File: src/rtl/control_flow_pkg.sv
// Shared definitions for the read/write burst flow controller.
//   flow_state_e : 3-bit controller state encoding
//   STATE_W      : state register width
//   tmo_cnt_w()  : width of the transfer timeout counter for a given limit
package control_flow_pkg;

    localparam int STATE_W = 3;

    typedef enum logic [STATE_W-1:0] {
        IDLE          = 3'd0,
        READ_MEMORY   = 3'd1,
        SAMPLE_DATA   = 3'd2,
        TRANSFER_DATA = 3'd3,
        WRITE_MEMORY  = 3'd4
    } flow_state_e;

    // A limit of 0 disables the timeout; keep the counter at least 1 bit wide.
    function automatic int tmo_cnt_w(input int cyc);
        return (cyc < 1) ? 1 : $clog2(cyc + 1);
    endfunction

endpackage

File: src/rtl/flow_timeout_counter.sv
// Cycle counter that watches how long a transfer beat has been outstanding.
//   clk     : clock, rising edge
//   reset   : synchronous active-high reset
//   clear   : zero the count (wins over enable)
//   enable  : count this cycle
//   expire  : count has reached TIMEOUT_CYC-1 (never asserted when TIMEOUT_CYC=0)
module flow_timeout_counter
    import control_flow_pkg::*;
#(
    parameter int TIMEOUT_CYC = 255
) (
    input  logic clk,
    input  logic reset,
    input  logic clear,
    input  logic enable,
    output logic expire
);

    localparam int CNT_W = tmo_cnt_w(TIMEOUT_CYC);
    localparam logic [CNT_W-1:0] LAST = CNT_W'((TIMEOUT_CYC > 0) ? TIMEOUT_CYC - 1 : 0);

    logic [CNT_W-1:0] cnt_q, cnt_d;

    assign expire = (TIMEOUT_CYC != 0) && (cnt_q == LAST);

    // Saturate once expired so a disabled or ignored expiry never wraps back.
    always_comb begin
        cnt_d = cnt_q;
        if (clear)
            cnt_d = '0;
        else if (enable && (cnt_q != LAST))
            cnt_d = cnt_q + CNT_W'(1);
    end

    always_ff @(posedge clk) begin
        if (reset)
            cnt_q <= '0;
        else
            cnt_q <= cnt_d;
    end

endmodule

File: src/rtl/control_rw_burst_flow.sv
// Read/write burst flow controller. Accepts a command from the decoder and
// sequences memory access, data sampling and serial transfer for each beat
// of a burst with an auto-incrementing address.
//   Clk, Reset          : clock, synchronous active-high reset
//   ValidCmd/RW/Mode    : command valid, 1=write, 1=memory mode
//   Active              : channel enable; low aborts any operation
//   TransferDone        : transfer datapath finished the current beat
//   BaseAddr, BurstLen  : start address and beat count (0 means 1)
//   AccessMem/RWMem/SampleData/TransferData/Busy : state decodes
//   MemAddr             : current beat address
//   CmdDone/Abort/Timeout : one-cycle completion pulses
module control_rw_burst_flow
    import control_flow_pkg::*;
#(
    parameter int ADDR_W      = 8,
    parameter int BURST_W     = 4,
    parameter int TIMEOUT_CYC = 255
) (
    input  logic              Clk,
    input  logic              Reset,
    input  logic              ValidCmd,
    input  logic              RW,
    input  logic              Mode,
    input  logic              Active,
    input  logic              TransferDone,
    input  logic [ADDR_W-1:0] BaseAddr,
    input  logic [BURST_W-1:0] BurstLen,
    output logic              AccessMem,
    output logic              RWMem,
    output logic              SampleData,
    output logic              TransferData,
    output logic              Busy,
    output logic [ADDR_W-1:0] MemAddr,
    output logic              CmdDone,
    output logic              Abort,
    output logic              Timeout
);

    localparam logic [BURST_W-1:0] ONE_BEAT = BURST_W'(1);

    flow_state_e        state_q, state_d;
    logic [ADDR_W-1:0]  addr_q, addr_d;
    logic [BURST_W-1:0] beats_q, beats_d;
    logic               mode_q, mode_d;
    logic               done_q, done_d;
    logic               abort_q, abort_d;
    logic               tmo_q, tmo_d;
    logic               tmo_expire;

    assign AccessMem    = (state_q == READ_MEMORY) || (state_q == WRITE_MEMORY);
    assign RWMem        = (state_q == WRITE_MEMORY);
    assign SampleData   = (state_q == SAMPLE_DATA);
    assign TransferData = (state_q == TRANSFER_DATA);
    assign Busy         = (state_q != IDLE);
    assign MemAddr      = addr_q;
    assign CmdDone      = done_q;
    assign Abort        = abort_q;
    assign Timeout      = tmo_q;

    // Count is zeroed while sampling so every beat's transfer starts at 0.
    flow_timeout_counter #(
        .TIMEOUT_CYC(TIMEOUT_CYC)
    ) u_tmo (
        .clk    (Clk),
        .reset  (Reset),
        .clear  (state_q == SAMPLE_DATA),
        .enable ((state_q == TRANSFER_DATA) && !TransferDone),
        .expire (tmo_expire)
    );

    always_comb begin
        state_d = state_q;
        addr_d  = addr_q;
        beats_d = beats_q;
        mode_d  = mode_q;
        done_d  = 1'b0;
        abort_d = 1'b0;
        tmo_d   = 1'b0;

        case (state_q)
            IDLE: begin
                if (ValidCmd && Active) begin
                    if (Mode && RW)
                        state_d = WRITE_MEMORY;
                    else if (Mode && !TransferDone)
                        state_d = READ_MEMORY;
                    else if (!Mode && !TransferDone)
                        state_d = SAMPLE_DATA;
                end
                if (state_d != IDLE) begin
                    addr_d  = BaseAddr;
                    beats_d = (BurstLen == '0) ? ONE_BEAT : BurstLen;
                    mode_d  = Mode;
                end
            end

            READ_MEMORY: begin
                if (!Active) begin
                    state_d = IDLE;
                    abort_d = 1'b1;
                end else begin
                    state_d = SAMPLE_DATA;
                end
            end

            SAMPLE_DATA: begin
                if (!Active) begin
                    state_d = IDLE;
                    abort_d = 1'b1;
                end else begin
                    state_d = TRANSFER_DATA;
                end
            end

            // Priority: Active drop, then beat completion, then timeout.
            TRANSFER_DATA: begin
                if (!Active) begin
                    state_d = IDLE;
                    abort_d = 1'b1;
                end else if (TransferDone) begin
                    beats_d = beats_q - ONE_BEAT;
                    if (beats_q == ONE_BEAT) begin
                        state_d = IDLE;
                        done_d  = 1'b1;
                    end else begin
                        addr_d  = addr_q + ADDR_W'(1);
                        state_d = mode_q ? READ_MEMORY : SAMPLE_DATA;
                    end
                end else if (tmo_expire) begin
                    state_d = IDLE;
                    tmo_d   = 1'b1;
                end
            end

            // The last beat completes even if the command is withdrawn on it.
            WRITE_MEMORY: begin
                if (!Active) begin
                    state_d = IDLE;
                    abort_d = 1'b1;
                end else if (beats_q == ONE_BEAT) begin
                    beats_d = beats_q - ONE_BEAT;
                    state_d = IDLE;
                    done_d  = 1'b1;
                end else if (!ValidCmd || !RW) begin
                    state_d = IDLE;
                    abort_d = 1'b1;
                end else begin
                    addr_d  = addr_q + ADDR_W'(1);
                    beats_d = beats_q - ONE_BEAT;
                end
            end

            default: state_d = IDLE;
        endcase
    end

    always_ff @(posedge Clk) begin
        if (Reset) begin
            state_q <= IDLE;
            addr_q  <= '0;
            beats_q <= '0;
            mode_q  <= 1'b0;
            done_q  <= 1'b0;
            abort_q <= 1'b0;
            tmo_q   <= 1'b0;
        end else begin
            state_q <= state_d;
            addr_q  <= addr_d;
            beats_q <= beats_d;
            mode_q  <= mode_d;
            done_q  <= done_d;
            abort_q <= abort_d;
            tmo_q   <= tmo_d;
        end
    end

endmodule

File: config.mk
export PLATFORM = sky130hd
export DESIGN_NAME = control_rw_burst_flow
export DESIGN_NICKNAME = d
export VERILOG_FILES = /design/src/rtl/control_flow_pkg.sv /design/src/rtl/flow_timeout_counter.sv /design/src/rtl/control_rw_burst_flow.sv
export SDC_FILE = /design/constraint.sdc
export NUM_CORES = 1
export LEC_CHECK = 0
export BUFFER_PORTS_ARGS = -buffer_cell sky130_fd_sc_hd__clkbuf_2
export CAP_MARGIN = 20
export CORE_ASPECT_RATIO = 1.1
export CORE_UTILIZATION = 49
export DETAILED_ROUTE_END_ITERATION = 8
export PLACE_DENSITY = 0.75
export SLEW_MARGIN = 5
export SYNTH_ARGS = -nofsm -noshare
export SYNTH_HDL_FRONTEND = slang
export SYNTH_HIERARCHICAL = 1
export SYNTH_SLANG_ARGS = --single-unit
File: constraint.sdc
create_clock -name Clk -period 1.55 [get_ports Clk]
set_input_delay 0.0775 -clock Clk [delete_from_list [all_inputs] [get_ports Clk]]
set_output_delay 0.0775 -clock Clk [all_outputs]
set_load 0.02 [all_outputs]
# [Word level (Yosys, flattened, before mapping)]
# Index checks and enable logic that the tools add are counted.
[op_classes] div=0 reduce_logical=24 n_mux=43 n_lt_le_gt_ge=0 mul=0 bitwise_logic=2 n_eq_ne=17 n_addsub=3 n_shift=0
[op_table] cell="two-way mux 8 bit" count=7
[op_table] cell="two-way mux 3 bit" count=11
[op_table] cell="two-way mux 4 bit" count=7
[op_table] cell="one-hot mux 8 bit (3 select lines)" count=1
[op_table] cell="adder 8 x 1 -> 8 bit (second input constant)" count=2
[op_table] cell="one-hot mux 3 bit (5 select lines)" count=1
[op_table] cell="inequality test 2 bit (second input constant)" count=7
[op_table] cell="one-hot mux 4 bit (3 select lines)" count=1
[op_table] cell="two-way mux 1 bit" count=9
[op_table] cell="nonzero test 3 bit" count=3
[op_table] cell="== test 8 bit (second input constant)" count=1
[op_table] cell="two-way mux 2 bit" count=4
[op_table] cell="inequality test 8 bit (second input constant)" count=1
[op_table] cell="AND reduction 8 bit" count=1
[op_table] cell="== test 3 x 2 -> 1 bit (second input constant)" count=2
[op_table] cell="logical AND 1 bit" count=6
[op_table] cell="AND reduction 6 bit" count=1
[op_table] cell="== test 4 x 1 -> 1 bit (second input constant)" count=1
[op_table] cell="logical NOT 1 bit" count=4
[op_table] cell="logical NOT 4 bit" count=1
[op_table] cell="inequality test 4 x 2 -> 1 bit (second input constant)" count=1
[op_table] cell="inequality test 4 x 3 -> 1 bit (second input constant)" count=1
[op_table] cell="one-hot mux 1 bit (2 select lines)" count=2
[op_table] cell="AND reduction 2 bit" count=2
[op_table] cell="10 further kinds" count=12
[totals] reg_bits=27 latch_bits=0 output_inout_bits=16 mem_bits_ro=0 mem_bits_rw=0 mem_count=0

# [Longest topological paths before layout]
# Gate-level depths: netlist of the first run.
[logic_depth] depth_word=10 depth_mapped=9 mapped_depth_nobuf=9

# [Hierarchy]
# The synthesis of the first run kept the hierarchy.
[modules_own_cells] module="control_rw_burst_flow" area_each_um2=1315.0 seq_area_each_um2=380.4 instances=1 cells_per_inst=158
[modules_own_cells] module="flow_timeout_counter" area_each_um2=431.7 seq_area_each_um2=160.2 instances=1 cells_per_inst=50

# [Worst setup path after synthesis of the first run]
# No wires, ideal clock.
[synth_timing] kind="reg2reg" start="register state_q[1]" end="register u_tmo.cnt_q[5]" period_less_slack_ps=1716 path_slack_ps=-166 t_arrival_ps=1584 n_path_buf=1 path_stages_with_launch=6 setup_ps=131 path_cell_list="dfxtp_1 > buf_6 > nor3b_1 > nor2_1 > o311ai_1 > o41ai_1"
[synth_lines] item="from (decl)" line_no="control_rw_burst_flow.sv:41" source="flow_state_e state_q, state_d;"
[synth_lines] item="from (signal assigned)" line_no="control_rw_burst_flow.sv:167" source="state_q <= state_d;"
[synth_lines] item="== test 3 x 2 -> 1 bit"
[synth_lines] item="named net SampleData" line_no="control_rw_burst_flow.sv:30" source="output logic SampleData,"
[synth_lines] item="OR reduction 2 bit (no source line)"
[synth_lines] item="to (signal assigned)" line_no="flow_timeout_counter.sv:39" source="cnt_q <= cnt_d;"
[synth_lines] item="to (decl)" line_no="flow_timeout_counter.sv:22" source="logic [CNT_W-1:0] cnt_q, cnt_d;"
# The timed path passes the listed nets, and every way through them passes these cells.
# A chain may end at the register's enable or synchronous reset.

# [Worst setup path after layout of the first run]
[layout_timing] start="register beats_q[1]" end="register beats_q[3]"
[layout_via] elab_chain_len=5
[layout_rtl] item="from (decl)" line_no="control_rw_burst_flow.sv:43" source="logic [BURST_W-1:0] beats_q, beats_d;"
[layout_rtl] item="from (signal assigned)" line_no="control_rw_burst_flow.sv:169" source="beats_q <= beats_d;"
[layout_rtl] item="subtractor 4 x 1 -> 4 bit" line_no="control_rw_burst_flow.sv:121, control_rw_burst_flow.sv:141, control_rw_burst_flow.sv:149"
[layout_rtl] item="two-way mux 4 bit" line_no="control_rw_burst_flow.sv:144" source="end else if (!ValidCmd || !RW) begin"
[layout_rtl] item="two-way mux 4 bit" line_no="control_rw_burst_flow.sv:140" source="end else if (beats_q == ONE_BEAT) begin"
[layout_rtl] item="two-way mux 4 bit" line_no="control_rw_burst_flow.sv:137" source="if (!Active) begin"
[layout_rtl] item="one-hot mux 4 bit (3 select lines)" line_no="control_rw_burst_flow.sv:80" source="case (state_q)"
# Several ways; a longest one is shown, not always the timed one. The select of a mux whose other input is x is not followed.

==> out/results.tsv, run 1 <==
metric	value	unit
R2R depth	7	
H-tree levels	1	
Die X-Extent	58.93	µm
Antenna Nets Post-Route	0	
mapped cell area	0.001747	mm²
multiplexer share of the synthesized area	2.292	%
Worst-Skew Late Latency	340	ps
Inserted Clock Buffers	3	
hold_sp	Reset	
grt total ovfl	0	
Clock Tree Buf Depth	2	
Worst Clk Skew	4.352	ps
Total Nets Final	311	
critical path data arrival time	1880	ps
crit-path max FO	7	
xor and xnor area share after synthesis	0.5014	%
Clock Pin Slew Worst Setup and Hold Paths	160	ps
core area	0.003358	mm²
CP Class	register to register	
TritonCTS clock tree	yes	
Compound-Gate Fraction of Synth Area	24.21	%
Worst Hold End	state_q[1]	
synthesized instance count	208	
Worst Path Required	1800	ps
Initial Util	52.01	%
post-DP HPWL	3.345	mm
Root Buffer	clkbuf_4	
Async SR Flop Fraction	0	%
largest family of logic cells by synthesized area	simple AND/OR/NAND/NOR gates	
count of final hold-check violations	0	
reg-to-reg endpoint	beats_q[3]	
final RePlAce weighted congestion	0.9020	
setup TNS	-342.8	ps
Fmax	0.6119	GHz
worst slew pin tran	390.7	ps
Final Setup Violations	8	
Max Cap Viol	0	
average cell area after synthesis	8.397	µm²
register area	554.3	µm²
Wirelength per Cell	14.56	µm
simple-gate share of the synthesized area	30.52	%
diode count	0	
DR DRC count	0	
fin crit period	1634	ps
RSZ-0062 raised after global routing	yes	
LEAKAGE	1.078	nW
Adder-Cell Fraction of Synth Area	3.582	%
WHS	0.6597	ps
#FFs+latches synth	27	
hold depth	2	
crit start category	register	
IO Port Bufs	34	
synth warn	6	
multi-input combinational cell area	0.001205	mm²
RR Startpoint	beats_q[1]	
max_slew headroom	73.71	%
Tightest Hold Check Type	input pin to register	
I/O pins	35	
Die ar.	0.003808	mm²
Top FF cell, synth	dfxtp_1	
pwr dens	575.3	mW/mm²
largest net degree at the start of global routing	16	
vias per inst	5.617	
register area share after synthesis	30.95	%
final-report max-slew violation count	0	
Synth cell types	56	
R2R setup slack	-80	ps
fin crit share	105.4	%
Mapped Nets	232	
drt first-iter violations	163	
number of synthesized flops with an enable pin	0	
clock sink count	27	
CP Capture Type	register	
Die Height	64.62	µm
GRT Util Overall	24.74	%
filler cell count	280	
vias in the first global route	1710	
drt first pass iters	4	
status	finished with violations	
antenna violations before repair	0	
Routed WL	4.863	mm
routed vias	1876	
Setup WS post-layout	-84.22	ps
fraction of layout cells with a size suffix above 1	47.20	%
row cnt	22	
first-pass GRT wire length	7.314	mm
failing checks	negative setup slack	
area grow syn2layout	41.55	%
VDD IR-drop max	0.3844	mV
-- worst max path at each step --
stage	slack, ps	cells after the start	endpoint	from
final	-80	7	beats_q[3]	beats_q[1]
after detailed placement	-110	5	MemAddr[0]	state_q[1]
after CTS	-30	5	MemAddr[0]	state_q[0]
after floorplan	-30	6	beats_q[2]	beats_q[0]
after global routing	-190	7	beats_q[3]	beats_q[1]
after global placement	-70	7	MemAddr[0]	state_q[0]
-- critical path, cell delays in order, from the launching register on --
cell and delay [ps]:
dfxtp_2 360, inv_2 60, ha_4 110, nor3b_4 240, o21ai_2 110, o211ai_4 290, o21ai_1 130, a32o_1 240
-- flip-flops by register name, summed over array words and instances, names as in the netlist --
name	flops
u_tmo/cnt_q	8
CmdDone	1
beats_q	4
state_q	3
MemAddr	8
Abort	1
mode_q	1
Timeout	1
-- cell families after synthesis --
logic type / Yosys count
AO/OA/AOI/OAI: 60
multiplexers: 4
buffers and inverters: 17
adder cells (fa/ha/maj): 5
XOR/XNOR: 1
flip-flops: 27
AND/OR/NAND/NOR: 94
-- per-stage QoR --
| step | util, % | setup WS (ps) | area [µm²] | total power [W] | std cells |
|---|---|---|---|---|---|
| 6_report | 73.62 | -84.22 | 2472 | 0.001422 | 334 |
| 5_1_grt | 73.62 | -193.5 | 2472 | 0.001490 | 334 |
| 4_1_cts | 68.37 | -27.10 | 2296 | 0.001380 | 327 |
| 3_5_place_dp | 65.24 | -107.4 | 2191 | 0.001054 | 318 |
| 3_3_place_gp | 65.24 | -72.55 | 2191 | 0.001050 | 318 |
| 2_1_floorplan | - | -29.73 | 1778 | 0.0009433 | 208 |
-- synthesized netlist by cell type (all sizes together) (7+ instances only) --
cell,instances,share of area [%]
nand3,7,2.0
buf,8,4.3
dfxtp,27,31
a21oi,21,6.4
o21ai,10,3.3
inv,7,2.1
nand2,25,5.9
nor3,10,2.9
nor2,16,4.0
-- routing by layer --
layer	GRT usage (%)	part of all wire [%]
met2	43.61	51
met1	29.40	42
met5	0	0
met3	3.593	4.9
met4	10.12	1.6
-- repair_timing --
item,CTS,global route
gates cloned,0,1
hold buffers,2,0
setup endpoints to repair,19,17
setup buffers,3,6
resized for setup,9,25
hold endpoints to repair,2,0
pin swaps,4,11
-- cell type report --
type | instances | area share, %
Tap cell | 48 | 2.429
Inverter | 7 | 1.468
Sequential cell | 27 | 22.42
Timing Repair Buffer | 84 | 23.84
Multi-Input combinational cell | 164 | 48.74
Clock buffer | 3 | 0.9109
Clock inverter | 1 | 0.2024
-- power breakdown --
part / internal [W] / total (W) / leakage [nW] / switching, W
clock: 0.0000972 / 0.000324 / 0.0177 / 0.000227
sequential: 0.000718 / 0.000748 / 0.223 / 0.0000295
combinational: 0.000170 / 0.000350 / 0.837 / 0.000180
total: 0.000985 / 0.00142 / 1.08 / 0.000437
-- layout by cell type, fill, tap and decap left out, drive strengths merged, types with 2 or more instances in the layout --
cell type and n:
buf 49, clkbuf 36, dfxtp 27, nand2 25, a21oi 21, nor2 16
nor3 10, o21ai 10, nand3 7, inv 7, a211oi 5, nand3b 5
or3 5, ha 5, nand4 4, o32ai 4, mux2i 4, and3 4
or2 4, a311oi 3, a31oi 3, nor3b 3, o211ai 3, and4 2
a32o 2, a21o 2, o211a 2, dlygate4sd3 2, and2 2, nor4 2
Note: power is estimated with default switching activity, not from simulation.
==> inputs of run 2 (changes only) <==
--- a/config.mk
+++ b/config.mk
@@ -9,8 +9,9 @@
 export CAP_MARGIN = 20
 export CORE_ASPECT_RATIO = 1.1
 export CORE_UTILIZATION = 49
+export CTS_CLUSTER_SIZE = 24
 export DETAILED_ROUTE_END_ITERATION = 8
-export PLACE_DENSITY = 0.75
+export PLACE_DENSITY_LB_ADDON = 0.12
 export SLEW_MARGIN = 5
 export SYNTH_ARGS = -nofsm -noshare
 export SYNTH_HDL_FRONTEND = slang
==> constraint.sdc (replaced) <==
create_clock -name Clk -period 1.5 [get_ports Clk]
set_input_delay 0.075 -clock Clk [delete_from_list [all_inputs] [get_ports Clk]]
set_output_delay 0.075 -clock Clk [all_outputs]
set_load 0.02 [all_outputs]
==> run 2 against run 1 <==
Effect of this change: clock-buffer cell count unchanged; the flow still finishes with violations (negative setup slack); routed wire length decreased by 4.7%; flip-flop and latch count unchanged; critical path type unchanged; largest cell class unchanged; first-iteration DRC count decreased by 59%; combinational power increased by 10%; critical path depth decreased by 2; final cell count increased by 0.30%.
==> out/results.tsv, run 2 (same netlist as run 1, synthesis figures left out) <==
metric	value	unit	change
status	finished with violations		
failing checks	negative setup slack		
critical path's largest stage delay	410	ps	+50 ps
commonest cells after routing, fill and taps aside	buf_4 (40), clkbuf_2 (31), nand2_1 (23), dfxtp_1 (19), a21oi_1 (15)		
pwr dens	582.0	mW/mm²	+1.2%
count of final hold-check violations	0		unchanged
IO Port Bufs	34		unchanged
Max Cap Viol	0		unchanged
Die Height	64.62	µm	unchanged
register area	560.5	µm²	+1.1%
max_slew headroom	77.43	%	+3.7 points
post-DP HPWL	3.242	mm	-3.1%
largest net degree at the start of global routing	16		unchanged
vias per inst	5.579		-0.67%
Inserted Clock Buffers	3		unchanged
routed vias	1869		-0.37%
drt first-iter violations	67		-59%
Internal	0.001036	W	+5.1%
crit start category	register		
Wirelength per Cell	13.84	µm	-5.0%
R2R depth	5		-2
Tightest Hold Check Type	input pin to register		
Sequential Power Share	51.7	%	-0.9 points
clock sink count	27		unchanged
final-report max-slew violation count	0		unchanged
Die ar.	0.003808	mm²	unchanged
vias in the first global route	1767		+3.3%
Clock Pin Slew Worst Setup and Hold Paths	150	ps	about the same
Initial Util	52.01	%	unchanged
Root Buffer	clkbuf_4		
Antenna Nets Post-Route	0		unchanged
DR DRC count	0		unchanged
Final Setup Violations	12		+4
I/O pins	35		unchanged
hold depth	2		unchanged
Worst path slowest cell	dfxtp_4		
Finished Layout Cells	335		+0.30%
CP Capture Type	register		
critical path data arrival time	1870	ps	about the same
critical-path cell list	or2_4 -> a21oi_4 -> o211ai_4 -> or3_1 -> a31oi_1		
clock group share of total power	22.3	%	-0.5 points
drt first pass iters	4		unchanged
WHS	31.73	ps	+31.07 ps
H-tree levels	1		unchanged
row cnt	22		unchanged
Total Nets Final	312		+0.32%
diode count	0		unchanged
multi-input combinational cell area	0.001217	mm²	+1.0%
grt total ovfl	0		unchanged
NetSw	0.0004489	W	+2.7%
final RePlAce weighted congestion	0.8602		-4.6%
Clock Tree Buf Depth	2		unchanged
DP Worst Slack	-190.8	ps	-83.37 ps
Placed Cells	320		+0.63%
worst slew pin tran	335.5	ps	-55.23 ps
Routed WL	4.636	mm	-4.7%
RSZ-0062 raised after global routing	yes		
Die X-Extent	58.93	µm	unchanged
Setup WS post-layout	-116.0	ps	-31.81 ps
most common cell after layout, fill and taps aside	buf_4		
Worst Path Required	1760	ps	-40 ps
GRT Util Overall	25.51	%	+0.77 points
area grow syn2layout	46.06	%	
LEAKAGE	1.086	nW	+0.72%
core area	0.003358	mm²	unchanged
filler cell count	276		-1.4%
antenna violations before repair	0		unchanged
fin crit period	1616	ps	-18.19 ps
Worst Clk Skew	10.95	ps	+6.602 ps
combinational power share	26.0	%	+1.4 points
TritonCTS clock tree	yes		
VDD IR-drop max	0.3500	mV	-8.9%
Sw Share	30.23	%	-0.49 points
crit-path max FO	6		-1
first-pass GRT wire length	7.555	mm	+3.3%
fin crit share	107.7	%	+2.3 points
CP Class	register to register		
Worst-Skew Late Latency	330	ps	about the same
fraction of layout cells with a size suffix above 1	48.08	%	+0.88 points
Fmax	0.6188	GHz	+1.1%
run 2: stage by stage:
step                      power [W]  util [%]  area [µm²]  setup TNS [ps]
final                      0.001485     75.97        2551          -650.7
after global routing       0.001563     75.97        2551           -1856
after CTS                  0.001448     70.86        2380          -393.9
after detailed placement   0.001098     66.62        2237           -1748
after global placement     0.001094     66.62        2237          -965.9
after floorplan           0.0009768         -        1788          -119.6
run 2: repair_timing:
action                                  CTS  global route
resized for setup                        17            26
hold buffers                              2             0
pin swaps                                 4             9
endpoints found under the setup margin   22            21
setup buffers                             2             6
endpoints found under the hold margin     2             0
cloned                                    0             1
run 2: area by class of cell:
type                       count  share of cell area, %
clock buffer                   3                 0.8828
clock inverter                 1                 0.1962
inverter                       7                  1.422
multi-input combinational    164                  47.72
sequential                    27                  21.97
tap                           48                  2.354
timing repair buffer          85                  25.45
run 2: metal layers:
metal / global-route usage, % / vias to the layer above / wire [µm]
li1: - / 941 / -
met1: 30.70 / 875 / 2017
met2: 45.17 / 47 / 2425
met3: 3.194 / 6 / 140
met4: 9.821 / 0 / 53
met5: 0 / - / 0
run 2: final timing paths:
path                    from          to  slack (ps)
hold / removal         Reset  state_q[1]          30
setup / recovery  state_q[0]  MemAddr[0]        -120
setup reg to reg  state_q[0]  MemAddr[0]        -120
hold reg to reg   MemAddr[7]  MemAddr[7]         510
run 2: critical path: cells and delay by family, from the launching register on:
kind,cells,cell delay (ps)
AOI/OAI and AO/OA,3,520
DFF,1,410
and+or+nand+nor,2,620
run 2: power by group through the flow:
stage / Clock (W) / Combinational, W / Sequential (W)
after floorplan: 0 / 0.000176 / 0.000800
after global placement: 0 / 0.000309 / 0.000785
after detailed placement: 0 / 0.000313 / 0.000786
after CTS: 0.000344 / 0.000338 / 0.000767
after global routing: 0.000374 / 0.000416 / 0.000773
final: 0.000330 / 0.000386 / 0.000768
==> inputs of run 3 (changes only) <==
--- a/config.mk
+++ b/config.mk
@@ -5,12 +5,14 @@
 export SDC_FILE = /design/constraint.sdc
 export NUM_CORES = 1
 export LEC_CHECK = 0
+export ABC_CLOCK_PERIOD_IN_PS = 1700
 export BUFFER_PORTS_ARGS = -buffer_cell sky130_fd_sc_hd__clkbuf_2
 export CAP_MARGIN = 20
 export CORE_ASPECT_RATIO = 1.1
-export CORE_UTILIZATION = 49
+export CORE_UTILIZATION = 55
 export CTS_CLUSTER_SIZE = 24
 export DETAILED_ROUTE_END_ITERATION = 8
+export HOLD_SLACK_MARGIN = 0.1
 export PLACE_DENSITY_LB_ADDON = 0.12
 export SLEW_MARGIN = 5
 export SYNTH_ARGS = -nofsm -noshare
==> constraint.sdc (replaced) <==
create_clock -name Clk -period 1.7 [get_ports Clk]
set_input_delay 0.085 -clock Clk [delete_from_list [all_inputs] [get_ports Clk]]
set_output_delay 0.085 -clock Clk [all_outputs]
set_load 0.02 [all_outputs]
==> run 3 against run 2 <==
Effect of this change: the flow now finishes without violations; sequential power fell by 11%; clock-buffer cell count rose by 1; first-iteration DRC count rose by 31%; critical path depth rose by 2; die area fell by 11%; clock skew rose by 1.3 ps; register-to-register slack improved by 200 ps; clock power fell by 15%.
==> out/results.tsv, run 3 (same netlist as run 1, synthesis figures left out) <==
metric	value	unit	change
clock sink count	27		unchanged
fin crit period	1613	ps	-3.198 ps
drt first pass iters	4		unchanged
Max Cap Viol	0		unchanged
Initial Util	57.81	%	+5.8 points
fin util	73.08	%	-2.9 points
critical path data arrival time	1850	ps	-20 ps
routed vias	1784		-4.5%
Root Buffer	clkbuf_4		
Sequential Power Share	54.6	%	+2.9 points
filler cell count	235		-15%
Worst Path Required	1940	ps	+180 ps
H-tree levels	1		unchanged
Tightest Hold Check Type	input pin to register		
worst slew pin tran	453.3	ps	+117.8 ps
Final Setup Violations	0		-12
clock group share of total power	22.3	%	about the same
combinational power share	23.1	%	-2.9 points
row cnt	21		-4.5%
Sw Share	29.19	%	-1.0 points
end point of the critical path	beats_q[3]		
largest net degree at the start of global routing	22		+6
antenna violations before repair	0		unchanged
Clock Pin Slew Worst Setup and Hold Paths	150	ps	about the same
R2R depth	7		+2
fraction of layout cells with a size suffix above 1	35.32	%	-13 points
Setup WS post-layout	87.17	ps	+203.2 ps
Inserted Clock Buffers	3		unchanged
diode count	0		unchanged
Die X-Extent	55.73	µm	-5.4%
Post-DP Area	0.002004	mm²	-10%
reg-to-reg endpoint	beats_q[3]		
grt total ovfl	0		unchanged
fin crit share	94.87	%	-13 points
NetSw	0.0003646	W	-19%
I/O pins	35		unchanged
met3 wire length	165	µm	+18%
Power, Total	0.001249	W	-16%
crit-path max FO	7		+1
vias in the first global route	1624		-8.1%
vias per inst	5.888		+5.5%
GRT Util Overall	24.26	%	-1.3 points
Worst Clk Skew	12.24	ps	+1.282 ps
Clock Tree Buf Depth	2		unchanged
CP Capture Type	register		
count of final hold-check violations	0		unchanged
Total Nets Final	294		-5.8%
TritonCTS clock tree	yes		
CP Class	register to register		
Die ar.	0.003405	mm²	-11%
Routed WL	4.317	mm	-6.9%
drt first-iter violations	88		+31%
first-pass GRT wire length	6.706	mm	-11%
core area	0.003022	mm²	-10%
Met2 Routed Length	2.226	mm	-8.2%
RSZ-0062 raised after global routing	no		
Antenna Nets Post-Route	0		unchanged
Top Layer Used	met4		
Wirelength per Cell	14.25	µm	+3.0%
final RePlAce weighted congestion	0.7884		-8.3%
post-DP HPWL	3.177	mm	-2.0%
Design Area, Final	0.002208	mm²	-13%
area grow syn2layout	26.43	%	
most common cell after layout, fill and taps aside	clkbuf_2		
crit start category	register		
max_slew headroom	69.78	%	-7.6 points
setup TNS	0	ps	+650.7 ps
Fmax	0.6200	GHz	+0.20%
Setup crit start	beats_q[1]		
DR DRC count	0		unchanged
R2R setup slack	90	ps	+200 ps
DP Worst Slack	-39.77	ps	+151.0 ps
Worst-Skew Late Latency	320	ps	about the same
RR Startpoint	beats_q[1]		
status	complete, no violations		
IO Port Bufs	34		unchanged
commonest cells after routing, fill and taps aside	clkbuf_2 (33), buf_4 (24), nand2_1 (23), dfxtp_1 (22), a21oi_1 (19)		
pwr dens	565.6	mW/mm²	-2.8%
VDD IR-drop max	0.4023	mV	+15%
final-report max-slew violation count	0		unchanged
LEAKAGE	0.9557	nW	-12%
Die Height	61.11	µm	-5.4%
Internal	0.0008845	W	-15%
M1 WL	1.887	mm	-6.4%
-- run 3: per-layer routing --
metal  track usage (%)  vias up
met1             28.79      833
met4             8.929        0
met3             2.731        4
li1                  -      898
met2             46.13       49
met5                 0        -
-- run 3: worst min-delay path by stage --
stage / cells past startpoint / slack, ps / start / end
4_1_cts: 3 / 100 / Mode / state_q[2]
3_5_place_dp: 3 / 360 / BaseAddr[1] / MemAddr[1]
3_3_place_gp: 3 / 340 / BaseAddr[1] / MemAddr[1]
5_1_grt: 4 / 170 / ValidCmd / state_q[2]
2_1_floorplan: 2 / 230 / Active / state_q[2]
6_report: 4 / 160 / BurstLen[2] / beats_q[2]
-- run 3: worst max-delay path, stage by stage (launching register included) --
cell and delay (ps):
dfxtp_2 350, inv_2 60, ha_1 140, nor3b_4 230, o21ai_2 120, o211ai_4 280, o21ai_2 90, a32o_1 260
-- run 3: area by class of cell --
type	instances	area [µm²]	area share, %
clock buffer	4	26.28	1.190
inverter	7	36.28	1.643
multi-input combinational	164	1109	50.20
sequential	27	546.8	24.76
tap	34	42.54	1.926
timing repair buffer	67	447.9	20.28
-- run 3: stage by stage --
stage,cells,hold slack (ps)
after floorplan,208,233.8
after global placement,285,337.1
after detailed placement,285,355.1
after CTS,299,102.1
after global routing,303,165.5
final,303,157.9
-- run 3: what timing repair did --
item,4_1_cts,5_1_grt
setup endpoints to repair,3,12
setup buffers,1,4
resized for setup,6,9
hold buffers,9,1
cloned,0,0
pin swaps,1,5
hold endpoints to repair,10,1
-- run 3: power groups by stage --
stage	logic [W]	registers [W]	clock network, W
finish	0.000289	0.000681	0.000279
floorplan	0.000150	0.000704	0
CTS	0.000266	0.000680	0.000290
global placement	0.000237	0.000691	0
global route	0.000312	0.000685	0.000310
detailed placement	0.000245	0.000692	0
